$ cat config.mk
export PLATFORM = sky130hd
export DESIGN_NAME = dump_sequencer
export DESIGN_NICKNAME = d
export VERILOG_FILES = /design/src/rtl/dump_sequencer.sv
export SDC_FILE = /design/constraint.sdc
export NUM_CORES = 1
export LEC_CHECK = 0
export BUFFER_PORTS_ARGS = -buffer_cell sky130_fd_sc_hd__buf_2
export CORE_MARGIN = 2
export CORE_UTILIZATION = 25
export DETAILED_ROUTE_END_ITERATION = 10
export GPL_TIMING_DRIVEN = 0
export PLACE_DENSITY = 0.56
export SETUP_SLACK_MARGIN = 0.4
export SLEW_MARGIN = 10
export SYNTH_ARGS = -nofsm -noshare
export SYNTH_HDL_FRONTEND = slang
export SYNTH_SLANG_ARGS = --single-unit
export TNS_END_PERCENT = 20
$ cat constraint.sdc
create_clock -name i_clock -period 2.9 [get_ports i_clock]
set_clock_uncertainty 0.2 [all_clocks]
set_input_delay 0.145 -clock i_clock [delete_from_list [all_inputs] [get_ports i_clock]]
set_output_delay 0.145 -clock i_clock [all_outputs]
set_load 0.1 [all_outputs]
$ cat src/rtl/dump_sequencer.sv
// -----------------------------------------------------------------------------
// dump_sequencer
//
// Debug-side scheduler that serialises processor state to a UART transmitter
// after a halt or single step. Dump order: PC, every register-file entry,
// then MEM_WORDS words of data memory starting at byte address 0. Each word
// is sent MSB byte first using a start/done handshake with the UART TX.
//
// Optional feature (compile-time macro DUMP_CHECKSUM_EN):
//   When defined, a running XOR of every transmitted byte is appended as one
//   extra byte after the last memory word, and o_done follows that byte.
//   When undefined, no checksum logic exists.
//
// Ports:
//   i_clock     system clock
//   i_reset     synchronous, active-high reset (aborts a dump in progress)
//   i_dump_req  single-cycle dump request (ignored while busy)
//   i_pc        PC debug value
//   i_reg       register-file debug read data (1-cycle read latency)
//   i_mem       data-memory debug read data (1-cycle read latency)
//   i_tx_done   UART TX finished the current byte (one-cycle pulse)
//   o_reg_addr  register index being read
//   o_reg_send  register debug read strobe
//   o_mem_addr  data-memory byte address being read (word index * 4)
//   o_mem_send  data-memory debug read strobe
//   o_tx_byte   byte to transmit
//   o_tx_start  one-cycle pulse launching o_tx_byte
//   o_busy      dump in progress
//   o_done      one-cycle pulse after the final byte completed
// -----------------------------------------------------------------------------
module dump_sequencer #(
  parameter int DATA_WIDTH      = 32,
  parameter int NUM_REGS        = 32,
  parameter int MEM_WORDS       = 32,
  parameter int REG_ADDR_WIDTH  = 5,
  parameter int DATA_WIDTH_UART = 8
) (
  input  logic                       i_clock,
  input  logic                       i_reset,
  input  logic                       i_dump_req,
  input  logic [DATA_WIDTH-1:0]      i_pc,
  input  logic [DATA_WIDTH-1:0]      i_reg,
  input  logic [DATA_WIDTH-1:0]      i_mem,
  input  logic                       i_tx_done,
  output logic [REG_ADDR_WIDTH-1:0]  o_reg_addr,
  output logic                       o_reg_send,
  output logic [DATA_WIDTH-1:0]      o_mem_addr,
  output logic                       o_mem_send,
  output logic [DATA_WIDTH_UART-1:0] o_tx_byte,
  output logic                       o_tx_start,
  output logic                       o_busy,
  output logic                       o_done
);

  localparam int BYTES  = DATA_WIDTH / DATA_WIDTH_UART;
  localparam int BCNT_W = $clog2(BYTES + 1);
  localparam int MAX_W  = (NUM_REGS > MEM_WORDS) ? NUM_REGS : MEM_WORDS;
  // One extra bit of headroom so a count equal to 2^REG_ADDR_WIDTH never wraps.
  localparam int IDX_W  = $clog2(MAX_W + 1);

  typedef enum logic [3:0] {
    S_IDLE,
    S_SEL,
    S_CAPT,
    S_SEND,
    S_WAIT,
    S_NEXT,
`ifdef DUMP_CHECKSUM_EN
    S_CSUM,
    S_CSUM_WAIT,
`endif
    S_FINISH
  } state_t;

  typedef enum logic [1:0] {
    SEC_PC,
    SEC_REG,
    SEC_MEM
  } section_t;

  state_t                state, state_next;
  section_t              section;
  logic [IDX_W-1:0]      index;
  logic [BCNT_W-1:0]     byte_cnt;
  logic [DATA_WIDTH-1:0] shift_word;

  logic last_reg;
  logic last_mem;
  logic last_byte;

  assign last_reg  = (index == IDX_W'(NUM_REGS - 1));
  assign last_mem  = (index == IDX_W'(MEM_WORDS - 1));
  assign last_byte = (byte_cnt == BCNT_W'(BYTES - 1));

`ifdef DUMP_CHECKSUM_EN
  logic [DATA_WIDTH_UART-1:0] csum;
`endif

  // State register
  always_ff @(posedge i_clock) begin
    if (i_reset) begin
      state <= S_IDLE;
    end else begin
      state <= state_next;
    end
  end

  // Next-state logic
  always_comb begin
    state_next = state;
    case (state)
      S_IDLE:   if (i_dump_req) state_next = S_SEL;
      S_SEL:    state_next = S_CAPT;
      S_CAPT:   state_next = S_SEND;
      S_SEND:   state_next = S_WAIT;
      S_WAIT: begin
        if (i_tx_done) state_next = last_byte ? S_NEXT : S_SEND;
      end
      S_NEXT: begin
        if (section == SEC_MEM && last_mem) begin
`ifdef DUMP_CHECKSUM_EN
          state_next = S_CSUM;
`else
          state_next = S_FINISH;
`endif
        end else begin
          state_next = S_SEL;
        end
      end
`ifdef DUMP_CHECKSUM_EN
      S_CSUM:      state_next = S_CSUM_WAIT;
      S_CSUM_WAIT: if (i_tx_done) state_next = S_FINISH;
`endif
      S_FINISH: state_next = S_IDLE;
      default:  state_next = S_IDLE;
    endcase
  end

  // Outputs are decoded purely from state so every output is 0 in IDLE.
  always_comb begin
    o_reg_addr = '0;
    o_reg_send = 1'b0;
    o_mem_addr = '0;
    o_mem_send = 1'b0;
    o_tx_byte  = '0;
    o_tx_start = 1'b0;
    o_busy     = 1'b0;
    o_done     = 1'b0;
    case (state)
      S_SEL, S_CAPT: begin
        // Address and strobe held through CAPT to cover the read latency.
        o_busy = 1'b1;
        if (section == SEC_REG) begin
          o_reg_addr = REG_ADDR_WIDTH'(index);
          o_reg_send = 1'b1;
        end else if (section == SEC_MEM) begin
          o_mem_addr = DATA_WIDTH'(index) << 2;
          o_mem_send = 1'b1;
        end
      end
      S_SEND: begin
        o_busy     = 1'b1;
        o_tx_byte  = shift_word[DATA_WIDTH-1 -: DATA_WIDTH_UART];
        o_tx_start = 1'b1;
      end
      S_WAIT: begin
        o_busy    = 1'b1;
        o_tx_byte = shift_word[DATA_WIDTH-1 -: DATA_WIDTH_UART];
      end
      S_NEXT: o_busy = 1'b1;
`ifdef DUMP_CHECKSUM_EN
      S_CSUM: begin
        o_busy     = 1'b1;
        o_tx_byte  = csum;
        o_tx_start = 1'b1;
      end
      S_CSUM_WAIT: begin
        o_busy    = 1'b1;
        o_tx_byte = csum;
      end
`endif
      S_FINISH: o_done = 1'b1;
      default: ;
    endcase
  end

  // Section / word index / byte counter
  always_ff @(posedge i_clock) begin
    if (i_reset) begin
      section  <= SEC_PC;
      index    <= '0;
      byte_cnt <= '0;
    end else begin
      case (state)
        S_IDLE: begin
          if (i_dump_req) begin
            section <= SEC_PC;
            index   <= '0;
          end
        end
        S_CAPT: byte_cnt <= '0;
        S_WAIT: if (i_tx_done) byte_cnt <= byte_cnt + BCNT_W'(1);
        S_NEXT: begin
          if (section == SEC_PC) begin
            section <= SEC_REG;
            index   <= '0;
          end else if (section == SEC_REG && last_reg) begin
            section <= SEC_MEM;
            index   <= '0;
          end else begin
            index <= index + IDX_W'(1);
          end
        end
        default: ;
      endcase
    end
  end

  // Shift word: data path only, never observed outside SEND/WAIT.
  always_ff @(posedge i_clock) begin
    if (state == S_CAPT) begin
      case (section)
        SEC_REG: shift_word <= i_reg;
        SEC_MEM: shift_word <= i_mem;
        default: shift_word <= i_pc;
      endcase
    end else if (state == S_WAIT && i_tx_done) begin
      shift_word <= shift_word << DATA_WIDTH_UART;
    end
  end

`ifdef DUMP_CHECKSUM_EN
  // Running XOR, accumulated as each data byte is launched.
  always_ff @(posedge i_clock) begin
    if (state == S_IDLE && i_dump_req) begin
      csum <= '0;
    end else if (state == S_SEND) begin
      csum <= csum ^ shift_word[DATA_WIDTH-1 -: DATA_WIDTH_UART];
    end
  end
`endif

endmodule

==> After elaboration in Yosys (flattened, before gate mapping) <==
Index checks and enable logic that the tools add are counted.
Widths: inputs -> output; s select.
{ "classes": {"mux": 32, "add_sub_neg": 2, "reduce_logical": 15, "n_eq_ne": 13} }
{ "op_table": {"columns": ["op", "n"], "rows": [
  ["$mux 32", 2],
  ["$pmux 32 s2", 1],
  ["$mux 8", 4],
  ["$pmux 4 s6", 1],
  ["$mux 6", 3],
  ["$eq 4x3->1 const B", 3],
  ["$pmux 6 s2", 1],
  ["$mux 5", 2],
  ["$mux 3", 3],
  ["$eq 4x2->1 const B", 2],
  ["$mux 1", 8],
  ["$mux 4", 2],
  ["$add 6x1->6 const B", 1],
  ["$eq 6x5->1 const B", 1],
  ["$mux 2", 3],
  ["$pmux 3 s2", 1],
  ["$reduce_and 2->1", 3],
  ["$reduce_bool 2->1", 3],
  ["$reduce_or 5->1", 1],
  ["$eq 4x1->1 const B", 1],
  ["$logic_not 4->1", 1],
  ["$ne 2x2->1 const B", 2],
  ["$pmux 2 s2", 1],
  ["$reduce_or 2->1", 2],
  ["8 further kinds", 10]
]} }
{ "totals": {"reg_bits": 47, "output_inout_bits": 50, "input_bits": 100} }

==> Logic depth before layout (Yosys ltp) <==
Gate-level depths: netlist (run 1).
{ "depth": {"ltp_word": 5, "mapped_depth": 8, "ltp_nobuf": 6} }

==> Least setup slack after synthesis (run 1) <==
OpenSTA, ideal clock, no wires.
{ "synth_timing": {"kind": "reg2out", "startpoint": "register state[1]", "endpoint": "output o_tx_byte[0]", "setup_slack_ps": -560, "stages_incl_launch_ff": 5, "arrival_time_ps": 3115, "required_ps": 2555, "path_cell_list": "dfxtp_1 -> clkbuf_1 -> and3_1 -> a21oi_1 -> nor2b_1"} }
{ "synth_between": {"elab_chain_len": 3, "elab_cells_between_ends": 4} }
{ "synth_rtl": {"columns": ["item", "line", "source"], "rows": [
  ["start: declaration", "81", "state_t state, state_next;"],
  ["start signal: assignment", "104", "state <= state_next;"],
  ["$eq 4x3->1 or $eq 4x2->1 (tied branches)", "149", "case (state)"],
  ["$reduce_or 2->1 (no line) *", null, null],
  ["$mux 8 *", "149", null],
  ["end: declaration", "49", "output logic [DATA_WIDTH_UART-1:0] o_tx_byte,"]
]} }
Mark *: on every way between the ends. The rest lies on a longest branch, timed or not.

==> Worst setup path in the final report (run 1) <==
{ "layout_timing": {"startpoint": "register state[1]", "endpoint": "register shift_word[30] (enable)"} }
{ "layout_between": {"elab_chain_len": 3, "elab_cells_between_ends": 4} }
{ "layout_rtl": {"columns": ["item", "line", "source"], "rows": [
  ["$eq 4x3->1", "227", "end else if (state == S_WAIT && i_tx_done) begin"],
  ["$logic_and 1x1->1", "227", null],
  ["$reduce_bool 2->1 (no line) *", null, null],
  ["end signal: assignment", "224", "SEC_MEM: shift_word <= i_mem;"],
  ["end signal: assignment", "225", "default: shift_word <= i_pc;"],
  ["end signal: assignment", "228", "shift_word <= shift_word << DATA_WIDTH_UART;"],
  ["end: declaration", "85", "logic [DATA_WIDTH-1:0] shift_word;"]
]} }
Marked as above.
A chain may end at the register's enable or synchronous reset.

==> results.toml, run 1 <==
[finish]
fillCellCount = 1269
final_common_cell = "buf_2"
finalNonFillerCells = 658
n_diodes = 0
syn_to_final_growth_pct = 39.1
drive_above_1_share_pct = 37.0
design.final.nets = 617
most_used_cells_in_the_layout_excluding_fill_and_tap_cells = "buf_2, nand2_1, o21ai_0"

[global_routing]
antenna_violations_before_repair = 1
grt_start_max_net_pins = 33
globalRouteTotalUtil_pct = 13.8
first_global_vias = 2782
global_route.overflow_total = 0
grt_first_pass_wirelength_mm = 13.9

[sta]
timing.fmax_mhz = 396
final_period_demand_of_the_worst_path_ns = 2.53
rsz0062_at_grt = "true"
finalHoldViolCount = 0
timing.max_slew.rel_slack_pct = 52.3
setup_total_negative_slack_ns = 0
maxSlewViolCount = 0
timing.final.setup_violations = 0
worstMarginPinSlew_ns = 0.715
timing.final.crit_share_pct = 87.1

[synth]
synth-async-reset-ratio_pct = 0
yosysUniqueCellTypes = 45
ys.flop_type = "edfxtp_1"
postSynthAreaPerCell_um2 = 8.54
synth_xor_xnor_area_share_pct = 0.584
syn_inst = 351
synth_warnings = 0
synth_simple_gate_area_share_pct = 18.5
netlist_area_mm2 = 0.00300
synth_mux_area_share_pct = 0.668
synth.ff_latch_count = 46
synth_fa_ha_area_share_pct = 2.92
dominant_combinational_cell_family_by_area_after_synthesis = "compound AO/OA/AOI/OAI gates"
ys_seq_area_share_pct = 41.4
compound_cell_area_share_of_the_yosys_netlist_pct = 24.7
count_of_flip_flops_with_a_built_in_enable_after_synthesis = 32

[routing]
drt-wirelength-per-cell_um = 14.2
drt_wl_total_mm = 9.32
antenna_violating_nets_post_route = 0
dr.first_iter.drc_count = 145
remaining_drc_errors = 0
count_of_vias_placed_by_the_detailed_router = 3027
drt_first_pass_iters = 4
route.detailed.vias_per_inst = 4.60

[power]
vdd.ir_drop.worst_mv = 0.191
power.density_mw_per_mm2 = 447
static-leakage-power_nw = 1.75

[setup_path]
arrival_ns = 2.24
setup.worst_path.end_class = "flop"
crit_fanout = 16
crit_path_start_kind = "flop"
worst_path_max_delay_cell = "a21oi_1"
timing.critical_path.required_ns = 2.61
timing.setup.critical_path_class = "reg2reg"
critPathMaxStageDelay_ns = 0.59
worstPathCellList = "clkbuf_1, nor4bb_1, a21oi_1, clkinvlp_4"
regToRegSetupSlack_ns = 0.37

[placed_design]
place.detailed.instances = 646
gp_congestion = 0.752
detailed_place_hpwl_mm = 7.22
port_buffers = 123

[cts]
cts_tree = "built"
clkTransAtPathRegs_ns = 0.07
clock_sink_count = 46
cts.root.buffer_cell = "clkbuf_16"
htreeDepth = 2
clock_tree.buffer_depth = 2
insertion_delay_ns = 0.28
cts_buffers = 5

[floorplan]
fp.dieH_um = 114
rows = 40
io_pins = 150
width_of_the_die_um = 114
core_area_mm2 = 0.0119
full_die_area_mm2 = 0.0129
start_util_pct = 25.3

[job]
cap_violations = 0

[worst_hold_path]
hold_removal_path_class = "in2reg"

[run_status]
outcome = "finished, final reports clean"
per-stage QoR:
step                hold WS [ns]  power [mW]  setup WS, ns  util [%]  area, um2
global route              0.0423        1.95         0.196      35.2       4170
CTS                       0.0200        1.87         0.274      34.9       4140
detailed placement         0.174        1.28        0.0206      33.1       3920
finish                    0.0157        1.86         0.373      35.2       4170
floorplan                 0.0171        1.16         0.194         -       3120
global placement           0.169        1.28        0.0343      33.1       3920
metal layers:
layer	up-vias	wire length, um	part of all wire [%]	track usage (%)
met5	-	13	0.14	0
met4	2	77	0.83	3.17
met3	6	662	7.1	2.98
met2	112	4420	47	23.2
met1	1373	4150	45	18.4
li1	1534	-	-	-
critical path, delay by kind of cell, from the launching register on:
kind            cells  cell delay [ns]
flops               1             0.31
compound gates      1             0.59
buf+inv             2             0.88
simple gates        1             0.17
Yosys cell counts, types with 2 or more instances:
master | n | area share, %
a211oi_1 | 8 | 2.0
mux2i_1 | 2 | 0.67
and2_1 | 7 | 1.5
nand3_1 | 3 | 0.50
nand2_1 | 54 | 6.8
inv_1 | 6 | 0.75
a22oi_1 | 35 | 8.8
nor2_1 | 19 | 2.4
and3_1 | 5 | 1.0
a311oi_1 | 2 | 0.58
buf_4 | 26 | 6.5
nor2b_1 | 9 | 1.9
nor4bb_1 | 2 | 0.67
a21oi_1 | 11 | 1.8
nor3_1 | 4 | 0.67
o21ai_0 | 49 | 8.2
nor4_1 | 2 | 0.42
edfxtp_1 | 32 | 32
nor3b_1 | 2 | 0.50
dfxtp_1 | 14 | 9.3
clkbuf_1 | 26 | 3.3
nand2b_1 | 3 | 0.63
ha_1 | 7 | 2.9
xnor2_1 | 2 | 0.58
flip-flops by register name, summed over array words and instances (netlist names):
register    flops
section         2
state           3
shift_word     32
byte_cnt        3
index           6
final timing paths:
path | from | to | cells past startpoint
max | state[1]$_SDFFE_PP0P_ | shift_word[30]$_DFFE_PP_ | 4
min | i_pc[17] | shift_word[17]$_DFFE_PP_ | 3
max reg2reg | state[1]$_SDFFE_PP0P_ | shift_word[30]$_DFFE_PP_ | 4
min reg2reg | byte_cnt[1]$_SDFFE_PP0P_ | byte_cnt[1]$_SDFFE_PP0P_ | 2
where the power goes:
group	internal (mW)	leakage, nW	switching (mW)
clock network	0.324	0.0704	0.257
logic	0.141	1.27	0.374
registers	0.758	0.407	0.00881
total	1.22	1.75	0.640
cell type report:
class                   count  area (um2)  share of cell area, %
clock inverters             3        25.0                  0.600
well taps                 147         184                   4.41
inverters                   6        26.3                  0.630
multi-input cells         270        1590                   38.0
repair inverters            1        7.51                  0.180
flip-flops and latches     46        1240                   29.7
plain buffers              54         318                   7.62
repair buffers            126         661                   15.8
clock buffers               5         125                   3.00
cells by family after synthesis:
| family | count (synthesis) |
|---|---|
| mux | 2 |
| flops | 46 |
| compound gates | 117 |
| buf+inv | 60 |
| fa+ha+maj | 7 |
| xor+xnor | 2 |
| simple gates | 116 |
| other cells | 1 |
what timing repair did:
action | in CTS | in global routing
setup endpoints to repair | 63 | 86
buffers inserted | 1 | 1
pin swaps | 1 | 0
hold buffers | 1 | 0
gates cloned | 0 | 1
endpoints found under the hold margin | 3 | 0
gates resized for setup | 13 | 15
(Power assumes the default switching activity.)
==> run 2, diff against run 1 <==
- CORE_MARGIN: 2 -> 4
- PLACE_DENSITY: 0.56 -> 0.58
- clock period: 2.9 -> 2.3 ns (I/O delays scaled with it)
==> results.toml, run 2 (same netlist as run 1, synthesis figures left out) <==
[run_status]
outcome = "finished, final reports clean"

[sta]
timing.final.crit_share_pct = 89.4
timing.fmax_mhz = 486
worstMarginPinSlew_ns = 0.508
rsz0062_at_grt = "true"
timing.max_slew.rel_slack_pct = 66.1
final_period_demand_of_the_worst_path_ns = 2.06
finalHoldViolCount = 0
maxSlewViolCount = 0
timing.final.setup_violations = 0
fin_hold_ws_ns = 0.00501

[setup_path]
crit_path_start_kind = "flop"
worstPathCellList = "buf_6, ha_4, buf_8, nor4_4, buf_4, and2_4, buf_12"
crit-reg2reg-launch = "index[0]$_SDFFE_PP0P_"
timing.critical_path.required_ns = 1.99
worst_path_max_delay_cell = "dfxtp_4"
regToRegSetupSlack_ns = 0.29
arrival_ns = 1.74
worst_r2r_path_depth = 5
setup.worst_path.end_class = "output port"
timing.setup.critical_path_class = "reg2out"
critPathMaxStageDelay_ns = 0.36
worst_setup_path_endpoint = "o_mem_addr[3]"
r2r_end = "state[2]$_SDFFE_PP0P_"
crit_fanout = 6
cp-startpoint = "section[0]$_SDFFE_PP0P_"

[power]
vdd.ir_drop.worst_mv = 0.296
power.density_mw_per_mm2 = 505
static-leakage-power_nw = 1.99
power_mw = 2.42

[routing]
drt_first_pass_iters = 5
remaining_drc_errors = 0
antenna_violating_nets_post_route = 0
route.detailed.vias_per_inst = 4.63
drt_wl_total_mm = 10.1
dr.first_iter.drc_count = 209
count_of_vias_placed_by_the_detailed_router = 3091
drt-wirelength-per-cell_um = 15.1

[finish]
most_used_cells_in_the_layout_excluding_fill_and_tap_cells = "buf_2, nand2_1, o21ai_0"
area_occupied_by_multi_input_gates_mm2 = 0.00176
final_common_cell = "buf_2"
syn_to_final_growth_pct = 60.1
largest_register_ff_count = 32
finalNonFillerCells = 668
design.final.nets = 631
largest-register = "shift_word"
reg_top3 = "shift_word: 32 flops, index: 6 flops"
register_area_mm2 = 0.00125
fillCellCount = 1123
final_design_area_excluding_fillers_mm2 = 0.00480
drive_above_1_share_pct = 45.5
n_diodes = 0

[worst_hold_path]
hold_removal_path_class = "in2reg"
hp-start = "i_pc[16]"

[floorplan]
io_pins = 150
fp.dieH_um = 118
rows = 39
full_die_area_mm2 = 0.0138
core_area_mm2 = 0.0116
width_of_the_die_um = 118
start_util_pct = 25.9

[cts]
insertion_delay_ns = 0.29
clock_sink_count = 46
clock_tree.buffer_depth = 2
cts_buffers = 5
cts_tree = "built"
clkTransAtPathRegs_ns = 0.07
cts.root.buffer_cell = "clkbuf_16"
htreeDepth = 2

[global_routing]
antenna_violations_before_repair = 2
first_global_vias = 3131
grt_use_met1_pct = 17.9
grt_start_max_net_pins = 17
global_route.overflow_total = 0
grtUsageMet3_pct = 3.84
grt_first_pass_wirelength_mm = 16.1
globalRouteTotalUtil_pct = 14.3
grtUsageMet2_pct = 24.7
grt_busiest_layer = "met2"

[placed_design]
gp_congestion = 0.767
post_dp_cell_area_mm2 = 0.00401
port_buffers = 123
detailed_place_hpwl_mm = 7.71
place.detailed.instances = 642

[job]
cap_violations = 0
run 2: cell count changes in the layout (fill, tap and decap cells not counted), sizes merged:
cell | before | now
inv | 6 | 5
dlygate4sd3 | 1 | 3
clkbuf | 33 | 25
buf | 151 | 171
clkinv | 1 | 2
run 2: per-layer routing:
metal | wire length (um) | up-vias
met5 | 21 | -
met4 | 115 | 4
met3 | 718 | 11
met2 | 4820 | 118
met1 | 4420 | 1395
li1 | - | 1563
run 2: worst min path at each step:
stage / end / slack, ns / cells past startpoint
floorplan: index[2]$_SDFFE_PP0P_ / -0.01 / 1
global placement: index[2]$_SDFFE_PP0P_ / 0.14 / 2
detailed placement: index[2]$_SDFFE_PP0P_ / 0.15 / 2
CTS: shift_word[21]$_DFFE_PP_ / 0.003 / 3
global route: shift_word[19]$_DFFE_PP_ / 0.03 / 3
finish: shift_word[16]$_DFFE_PP_ / 0.005 / 3
run 2: timing repair:
action                                  in CTS  in global routing
cloned                                       1                  0
hold buffers                                 3                  0
resized for setup                          125                 26
pin swaps                                    5                  5
setup buffers                               11                  3
endpoints found under the setup margin      95                 97
hold endpoints to repair                     6                  0
run 2: final cells by class:
class	instances	area share (%)
Buffer	54	8.70
Clock buffer	5	2.61
Clock inverter	3	0.443
Inverter	6	0.599
Multi-Input combinational cell	270	36.6
Sequential cell	46	26.0
Tap cell	143	3.73
Timing Repair Buffer	140	21.3
Timing Repair inverter	1	0.156
run 2: critical path, delay by kind of cell, from the launching register on:
family,cells,cell delay [ns]
fa+ha+maj,1,0.16
buf+inv,4,0.59
simple gates,2,0.35
flops,1,0.36
run 2: power by group:
group | leakage (nW) | internal (mW) | switching, mW
combinational | 1.51 | 0.237 | 0.499
clock | 0.0698 | 0.403 | 0.319
sequential | 0.408 | 0.955 | 0.0121
total | 1.99 | 1.59 | 0.829
run 2: through the flow:
stage	setup slack (ns)	TNS (ns)	util [%]
6_report	0.243	0	41.5
3_3_place_gp	-0.343	-6.72	34.6
4_1_cts	0.253	0	40.5
5_1_grt	0.166	0	41.5
3_5_place_dp	-0.411	-8.56	34.6
2_1_floorplan	0.202	0	-
